$ cat src/rtl/irq_arbiter_if.sv
`default_nettype none
// +--------------------------------------------------------------------------+
// | irq_arbiter_if : interrupt lines, mask port and CPU intr/ack/eret bundle |
// | Revision 1.0                                                             |
// +--------------------------------------------------------------------------+
interface irq_arbiter_if #(
  parameter int N_SRC = 4,
  parameter int PC_W  = 26
);
  logic [N_SRC-1:0] irq;
  logic             mask_we;
  logic [N_SRC-1:0] mask_wdata;
  logic             ack;
  logic             eret;
  logic [PC_W-1:0]  pc;
  logic             intr;
  logic             busy;
  logic [N_SRC-1:0] mask;
  logic [N_SRC-1:0] pending;
  logic [31:0]      cause;
  logic [31:0]      epc;

  modport master (
    output irq, mask_we, mask_wdata, ack, eret, pc,
    input  intr, busy, mask, pending, cause, epc
  );

  modport slave (
    input  irq, mask_we, mask_wdata, ack, eret, pc,
    output intr, busy, mask, pending, cause, epc
  );
endinterface
`default_nettype wire

$ cat src/rtl/irq_arbiter.sv
`default_nettype none
// +--------------------------------------------------------------------------+
// | irq_arbiter : edge-detect, pend, mask and fixed-priority sequencer for  |
// |               the CPU intr/ack/eret handshake. Revision 1.0              |
// +--------------------------------------------------------------------------+
module irq_arbiter #(
  parameter int N_SRC = 4,
  parameter int PC_W  = 26
) (
  input  wire logic     clk,
  input  wire logic     rst,
  irq_arbiter_if.slave  bus
);
  localparam int IDX_W = 5;

  localparam logic [1:0] ST_IDLE    = 2'd0;
  localparam logic [1:0] ST_REQ     = 2'd1;
  localparam logic [1:0] ST_SERVICE = 2'd2;

  logic [1:0]       state_q,   state_d;
  logic [IDX_W-1:0] winner_q,  winner_d;
  logic [N_SRC-1:0] irq_q;
  logic [N_SRC-1:0] pending_q, pending_d;
  logic [N_SRC-1:0] mask_q,    mask_d;
  logic [31:0]      cause_q,   cause_d;
  logic [31:0]      epc_q,     epc_d;

  logic [N_SRC-1:0] irq_edge;
  logic [N_SRC-1:0] eligible;
  logic [N_SRC-1:0] clr;
  logic [IDX_W-1:0] win_idx;

  assign irq_edge = bus.irq & ~irq_q;
  assign eligible = pending_q & mask_q;

  always_comb begin
    state_d  = state_q;
    winner_d = winner_q;
    cause_d  = cause_q;
    epc_d    = epc_q;
    clr      = '0;
    win_idx  = '0;
    // Ascending scan: the last hit is the highest index, which has priority.
    for (int i = 0; i < N_SRC; i++) begin
      if (eligible[i]) win_idx = IDX_W'(i);
    end
    case (state_q)
      ST_IDLE: begin
        if (|eligible) begin
          winner_d = win_idx;
          state_d  = ST_REQ;
        end
      end
      ST_REQ: begin
        if (bus.ack) begin
          epc_d   = 32'(bus.pc);
          cause_d = 32'(winner_q) + 32'd1;
          state_d = ST_SERVICE;
          for (int i = 0; i < N_SRC; i++) begin
            clr[i] = (winner_q == IDX_W'(i));
          end
        end
      end
      ST_SERVICE: begin
        if (bus.eret) begin
          cause_d = '0;
          state_d = ST_IDLE;
        end
      end
      default: state_d = ST_IDLE;
    endcase
  end

  // A fresh edge in the ack cycle re-pends the winner: set beats clear.
  assign pending_d = (pending_q & ~clr) | irq_edge;
  assign mask_d    = bus.mask_we ? bus.mask_wdata : mask_q;

  always_ff @(posedge clk) begin
    if (rst) begin
      state_q   <= ST_IDLE;
      winner_q  <= '0;
      irq_q     <= '0;
      pending_q <= '0;
      mask_q    <= '1;
      cause_q   <= '0;
      epc_q     <= '0;
    end else begin
      state_q   <= state_d;
      winner_q  <= winner_d;
      irq_q     <= bus.irq;
      pending_q <= pending_d;
      mask_q    <= mask_d;
      cause_q   <= cause_d;
      epc_q     <= epc_d;
    end
  end

  assign bus.intr    = (state_q == ST_REQ);
  assign bus.busy    = (state_q == ST_SERVICE);
  assign bus.mask    = mask_q;
  assign bus.pending = pending_q;
  assign bus.cause   = cause_q;
  assign bus.epc     = epc_q;

endmodule
`default_nettype wire

$ cat src/flat_wrapper.sv
// flat-port wrapper written by rule: the top's interface ports become plain ports
module irq_arbiter_flat 
#(
  parameter int N_SRC = 4,
  parameter int PC_W  = 26
)
  (clk, rst, bus_irq, bus_mask_we, bus_mask_wdata, bus_ack, bus_eret, bus_pc, bus_intr, bus_busy, bus_mask, bus_pending, bus_cause, bus_epc);
  irq_arbiter_if #(.N_SRC(N_SRC), .PC_W(PC_W)) bus_i ();
  input  wire logic clk;
  input  wire logic rst;
  input wire logic [$bits(bus_i.irq)-1:0] bus_irq;
  input wire logic [$bits(bus_i.mask_we)-1:0] bus_mask_we;
  input wire logic [$bits(bus_i.mask_wdata)-1:0] bus_mask_wdata;
  input wire logic [$bits(bus_i.ack)-1:0] bus_ack;
  input wire logic [$bits(bus_i.eret)-1:0] bus_eret;
  input wire logic [$bits(bus_i.pc)-1:0] bus_pc;
  output wire logic [$bits(bus_i.intr)-1:0] bus_intr;
  output wire logic [$bits(bus_i.busy)-1:0] bus_busy;
  output wire logic [$bits(bus_i.mask)-1:0] bus_mask;
  output wire logic [$bits(bus_i.pending)-1:0] bus_pending;
  output wire logic [$bits(bus_i.cause)-1:0] bus_cause;
  output wire logic [$bits(bus_i.epc)-1:0] bus_epc;
  assign bus_i.irq = bus_irq;
  assign bus_i.mask_we = bus_mask_we;
  assign bus_i.mask_wdata = bus_mask_wdata;
  assign bus_i.ack = bus_ack;
  assign bus_i.eret = bus_eret;
  assign bus_i.pc = bus_pc;
  assign bus_intr = bus_i.intr;
  assign bus_busy = bus_i.busy;
  assign bus_mask = bus_i.mask;
  assign bus_pending = bus_i.pending;
  assign bus_cause = bus_i.cause;
  assign bus_epc = bus_i.epc;
  irq_arbiter #(.N_SRC(N_SRC), .PC_W(PC_W)) u_core (.clk(clk), .rst(rst), .bus(bus_i));
endmodule
$ cat config.mk
export PLATFORM = sky130hd
export DESIGN_NAME = irq_arbiter_flat
export DESIGN_NICKNAME = d
export VERILOG_FILES = /design/src/rtl/irq_arbiter_if.sv /design/src/rtl/irq_arbiter.sv /design/src/flat_wrapper.sv
export SDC_FILE = /design/constraint.sdc
export NUM_CORES = 1
export LEC_CHECK = 0
export BUFFER_PORTS_ARGS = -buffer_cell sky130_fd_sc_hd__buf_2
export CORE_MARGIN = 4
export CORE_UTILIZATION = 40
export CTS_CLUSTER_SIZE = 24
export DETAILED_ROUTE_END_ITERATION = 6
export HOLD_SLACK_MARGIN = 0.08
export PLACE_DENSITY = 0.78
export SLEW_MARGIN = 20
export SYNTH_ARGS = -nofsm -noshare
export SYNTH_HDL_FRONTEND = slang
export SYNTH_SLANG_ARGS = --single-unit
$ cat constraint.sdc
create_clock -name clk -period 2.3 [get_ports clk]
set_input_delay 0.23 -clock clk [delete_from_list [all_inputs] [get_ports clk]]
set_output_delay 0.23 -clock clk [all_outputs]
set_load 0.005 [all_outputs]
==> metrics, run 1 <==
Seq/Total Area, Yosys=44.5%; Final period util=61.6%; I/O pin total=113; most frequent cells in the layout=buf_2, nand2_1, dfxtp_1; DRC Markers=0; Critical Path Start Type=flip-flop; Critical Path RT=2.43 ns; Final WS setup=0.883 ns; CTS clk-pin slew, worst paths=0.08 ns; vias per cell=4.34; max-cap violations=0; Final Setup Violations=0; PD cells=667 mW/mm^2; hpwl dp=3080 um; post-placement worst setup slack=0.867 ns; commonest non-fill, non-tap cell in the layout=buf_2; final core utilization=49.2%; initial antenna violation count=0; CTS Buf Count=5; Inst Count DP=365; worst-skew pair later-pin latency=0.29 ns; leakage power=1.12 nW; Netlist cell types=28; Yosys reg bits=45; die height=79.1 um; Die ar.=0.00626 sq mm; Clock Tree Buf Depth=2; First-pass DRT Iterations=4; Synth Instances=234; initial DRC count=56; CP cell instances=nand3b_4, o21ai_0, a21oi_1; CTS tree=done; Placer Congestion=0.699; Initial Utilization=42.0%; max-slew violations=0; vias post-DR=1,620; synthesized cell area=0.00202 sq mm; VDD IR max=359 uV; GR Util All Layers=13.1%; WP data arrival=1.55 ns; final hold vios=0; Crit path buffers/inverters=0; crit-path max FO=32; antenna-violating nets left=0; outcome=complete, no violations; Core ar.=0.00482 sq mm; first-pass GRT wire length=6680 um; clock skew=0.00800 ns; Layout Cells excl Fill=373; share of layout cells above drive strength 1=31.4%; Fmax=706 MHz; cts hold-fix bufs=0; pin count of the biggest net entering global routing=46; Hold WC Path Type=primary input to flip-flop; WL per Instance=11.2 um; vias in the first global route=1,518; element type at the critical path end=flip-flop; setup bufs post-CTS=0; Final min period=1.42 ns; syn_area_per_cell=8.65 sq um; antenna cells=0; Rel. slew slack=38.4%; Synth Warn #=0; Rows=25; Final TNS setup=0 ns; H-tree lvl count=2; clk sinks=45; die span in x=79.1 um; total grt overflow=0; area grow syn2layout=17.0%; Slew @ Worst Pin=0.924 ns; Port Buffers=77; Nets=348; largest delay contributor family on the critical path=flip-flops; CP max stage cell=dfxtp_1; crit path kind=flip-flop to flip-flop; root buf cell=clkbuf_8; crit-path max cell delay=0.52 ns; Routed Wire Length=4190 um; cts repair resizes=0; RSZ-0062 raised after global routing=false
[kinds of logic after synthesis]
logic type      synth area share [%]
buf+inv                         17.9
other cells                    0.185
simple gates                    19.0
flops                           44.5
compound gates                  15.9
fa+ha+maj                       2.47
[path summary, 6_finish.rpt]
check / cells after the start / slack, ns / start / to
hold reg to reg: 2 / 0.45 / u_core.bus.epc[24]$_SDFFE_PP0P_ / u_core.bus.epc[24]$_SDFFE_PP0P_
setup reg to reg: 3 / 0.88 / u_core.state_q[0]$_SDFFE_PP0P_ / u_core.bus.pending[1]$_SDFF_PP0_
setup / recovery: 3 / 0.88 / u_core.state_q[0]$_SDFFE_PP0P_ / u_core.bus.pending[1]$_SDFF_PP0_
hold / removal: 2 / 0.15 / bus_mask_wdata[3] / u_core.bus.mask[3]$_SDFFE_PP1P_
[area by class of cell]
type,count,area [sq um]
clock inverter,2,10.0
fill,491,2450
sequential,45,901
tap,67,83.8
clock buffer,6,72.6
timing repair buffer,78,393
inverter,5,18.8
multi-input combinational,170,890
[registers in the layout, indices dropped and copies added, names as in the netlist]
name,cells
u_core.state_q,2
u_core.bus.pending,4
u_core.bus.mask,4
u_core.bus.epc,26
u_core.winner_q,2
u_core.bus.cause,3
u_core.irq_q,4
[layer usage]
layer	vias up	part of all wire (%)	track usage, %	routed length (um)
met2	63	48	23.7	2030
met5	-	0	0	0
met1	721	42	15.2	1760
li1	831	-	-	-
met3	5	8.8	3.85	368
met4	0	0.74	3.09	31
[synthesized netlist by cell type, drive strengths merged]
library cell	instances	area share, %
and3b	1	0.43
or3	1	0.31
inv	5	0.93
buf	44	16
nand3	3	0.74
a22oi	2	0.74
a32o	1	0.49
clkbuf	4	0.74
nor2	3	0.56
o31ai	1	0.37
nand3b	2	1.4
nand2b	4	1.2
dfxtp	45	44
a221oi	1	0.43
o21ai	3	0.74
a21oi	34	10
a211oi	2	0.74
nand4b	1	0.43
nor3b	1	0.37
nor2b	11	3.4
a211o	5	2.2
conb	1	0.19
ha	4	2.5
nand2	55	10
[through the flow]
| step | hold slack, ns | area [sq um] | power (mW) |
|---|---|---|---|
| floorplan | 0.348 | 2150 | 1.09 |
| global placement | 0.436 | 2290 | 1.14 |
| detailed placement | 0.439 | 2290 | 1.15 |
| CTS | 0.138 | 2370 | 1.60 |
| global route | 0.148 | 2370 | 1.67 |
| finish | 0.148 | 2370 | 1.58 |
[worst register-to-register path: stages (launching register included)]
cell and delay (ns):
dfxtp_1 0.52, nand3b_4 0.37, o21ai_0 0.29, a21oi_1 0.09
[power by group]
part / switching [mW] / internal [mW] / total [mW]
clock: 0.244 / 0.211 / 0.455
combinational: 0.141 / 0.114 / 0.254
sequential: 0.0401 / 0.831 / 0.871
total: 0.425 / 1.16 / 1.58
(Power assumes the default switching activity.)
==> run 2, diff against run 1 <==
--- a/config.mk
+++ b/config.mk
@@ -11,7 +11,7 @@
 export CTS_CLUSTER_SIZE = 24
 export DETAILED_ROUTE_END_ITERATION = 6
 export HOLD_SLACK_MARGIN = 0.08
-export PLACE_DENSITY = 0.78
+export PLACE_DENSITY = 0.81
 export SLEW_MARGIN = 20
 export SYNTH_ARGS = -nofsm -noshare
 export SYNTH_HDL_FRONTEND = slang
==> constraint.sdc (replaced) <==
create_clock -name clk -period 1.29 [get_ports clk]
set_input_delay 0.129 -clock clk [delete_from_list [all_inputs] [get_ports clk]]
set_output_delay 0.129 -clock clk [all_outputs]
set_load 0.005 [all_outputs]
==> run 2 against run 1 <==
Critical path depth is the same. Routed wire length is 23% higher. Critical endpoint is now bus_intr. Worst setup slack worse by 0.80 ns. Clock skew grew 0.00053 ns. Global-route usage grew 3.7 points.
==> metrics, run 2 (synthesized netlist as in run 1, its figures left out) <==
vias post-DR=1,837; Final TNS setup=0 ns; hold path depth=2; element type at the critical path end=output port; Port Buffers=77; vias per cell=4.46; initial DRC count=83; I/O pin total=113; crit-path max cell delay=0.37 ns; hpwl dp=3200 um; GR Util All Layers=16.9%; WL per Instance=12.5 um; outcome=complete, no violations; internal power=2.42 mW; VDD IR max=653 uV; Crit path buffers/inverters=2; die height=79.1 um; CP max stage cell=dfxtp_4; clk sinks=45; Hold Startpoint=bus_mask_we; CTS tree=done; Fill cells=437; PD cells=1150 mW/mm^2; antenna cells=0; crit-path max FO=8; CTS Buf Count=5; overall power=3.24 mW; Clock Tree Buf Depth=2; number of flip-flops in the largest register=26; sequential share of power=47.7%; First-pass DRT Iterations=4; Routed Wire Length=5140 um; RSZ-0062 raised after global routing=false; CP cell instances=buf_4, nor2b_4, buf_2; Critical Path Source=u_core.state_q[0]$_SDFFE_PP0P_; max-cap violations=0; Final min period=1.21 ns; total grt overflow=0; Fmax=830 MHz; cell count along the critical path=3; Rows=25; commonest non-fill, non-tap cell in the layout=buf_2; Critical Path RT=1.16 ns; Initial Utilization=42.0%; R2R depth=3; initial antenna violation count=0; final hold vios=0; first-pass GRT wire length=8280 um; largest delay contributor family on the critical path=flip-flops; Final period util=93.4%; Die ar.=0.00626 sq mm; DRC Markers=0; most frequent cells in the layout=buf_2, nand2_1, dfxtp_1; worst-skew pair later-pin latency=0.29 ns; area grow syn2layout=39.2%; Reg2Reg Launch Point=u_core.bus.mask[1]$_SDFFE_PP1P_; share of layout cells above drive strength 1=30.1%; Placer Congestion=0.777; WP data arrival=1.08 ns; root buf cell=clkbuf_8; Core ar.=0.00482 sq mm; vias in the first global route=1,793; CTS clk-pin slew, worst paths=0.08 ns; die span in x=79.1 um; H-tree lvl count=2; leakage power=1.31 nW; crit path kind=flip-flop to output port; Clock power frac=33.5%; antenna-violating nets left=0; switching part of the total=25.2%; max-slew violations=0; Hold WC Path Type=primary input to flip-flop; Psw=814 uW; clock skew=0.00853 ns; Comb pwr share=18.7%; Nets=387; Final Setup Violations=0; Critical Path Start Type=flip-flop; pin count of the biggest net entering global routing=30
## run 2: cell types whose count changed in the layout (fill, tap and decap cells not counted), sizes merged
cell,before,now
dlygate4sd3,0,34
buf,78,83
clkinv,2,0
bufinv,0,1
clkbuf,6,7
## run 2: cell type report
type | count | area (sq um) | area share, %
clock inverters | 1 | 30.0 | 1.07
inverters | 5 | 18.8 | 0.666
repair buffers | 117 | 796 | 28.2
multi-input cells | 170 | 897 | 31.8
well taps | 67 | 83.8 | 2.98
clock buffers | 7 | 86.3 | 3.06
flip-flops and latches | 45 | 906 | 32.1
## run 2: metrics by stage
stage / setup slack, ns / util, % / std cells / hold slack (ns) / area, sq um
2_1_floorplan: 0.204 / - / 268 / 0.247 / 2150
5_1_grt: 0.0149 / 58.5 / 412 / 0.152 / 2820
3_5_place_dp: 0.133 / 48.8 / 370 / 0.341 / 2350
4_1_cts: 0.00585 / 58.3 / 412 / 0.131 / 2810
3_3_place_gp: 0.150 / 48.8 / 370 / 0.332 / 2350
6_report: 0.0850 / 58.5 / 412 / 0.157 / 2820
## run 2: worst paths after layout
kind | to | slack [ns]
worst min register to register | u_core.bus.epc[24]$_SDFFE_PP0P_ | 0.45
worst min-delay path | u_core.bus.mask[1]$_SDFFE_PP1P_ | 0.16
worst max register to register | u_core.winner_q[0]$_SDFFE_PP0P_ | 0.13
worst max-delay path | bus_intr | 0.08
## run 2: layer usage
layer	routed length (um)	track usage, %	vias up	share of wire, %
met1	1930	17.4	845	38
met2	2730	32.0	66	53
met5	0	0	-	0
met4	123	6.19	0	2.4
li1	-	-	912	-
met3	347	4.76	14	6.8
## run 2: power by group through the flow
| stage | registers, mW | clock network (mW) | logic [mW] |
|---|---|---|---|
| after floorplan | 1.57 | 0 | 0.382 |
| after global placement | 1.57 | 0 | 0.497 |
| after detailed placement | 1.57 | 0 | 0.509 |
| after CTS | 1.54 | 1.13 | 0.590 |
| after global routing | 1.56 | 1.17 | 0.675 |
| final | 1.55 | 1.08 | 0.606 |
## run 2: what timing repair did
item,4_1_cts,5_1_grt
pin swaps,0,0
hold buffers,34,0
setup endpoints to repair,1,2
cloned,0,0
hold endpoints to repair,35,0
buffers inserted,0,0
gates resized for setup,1,4
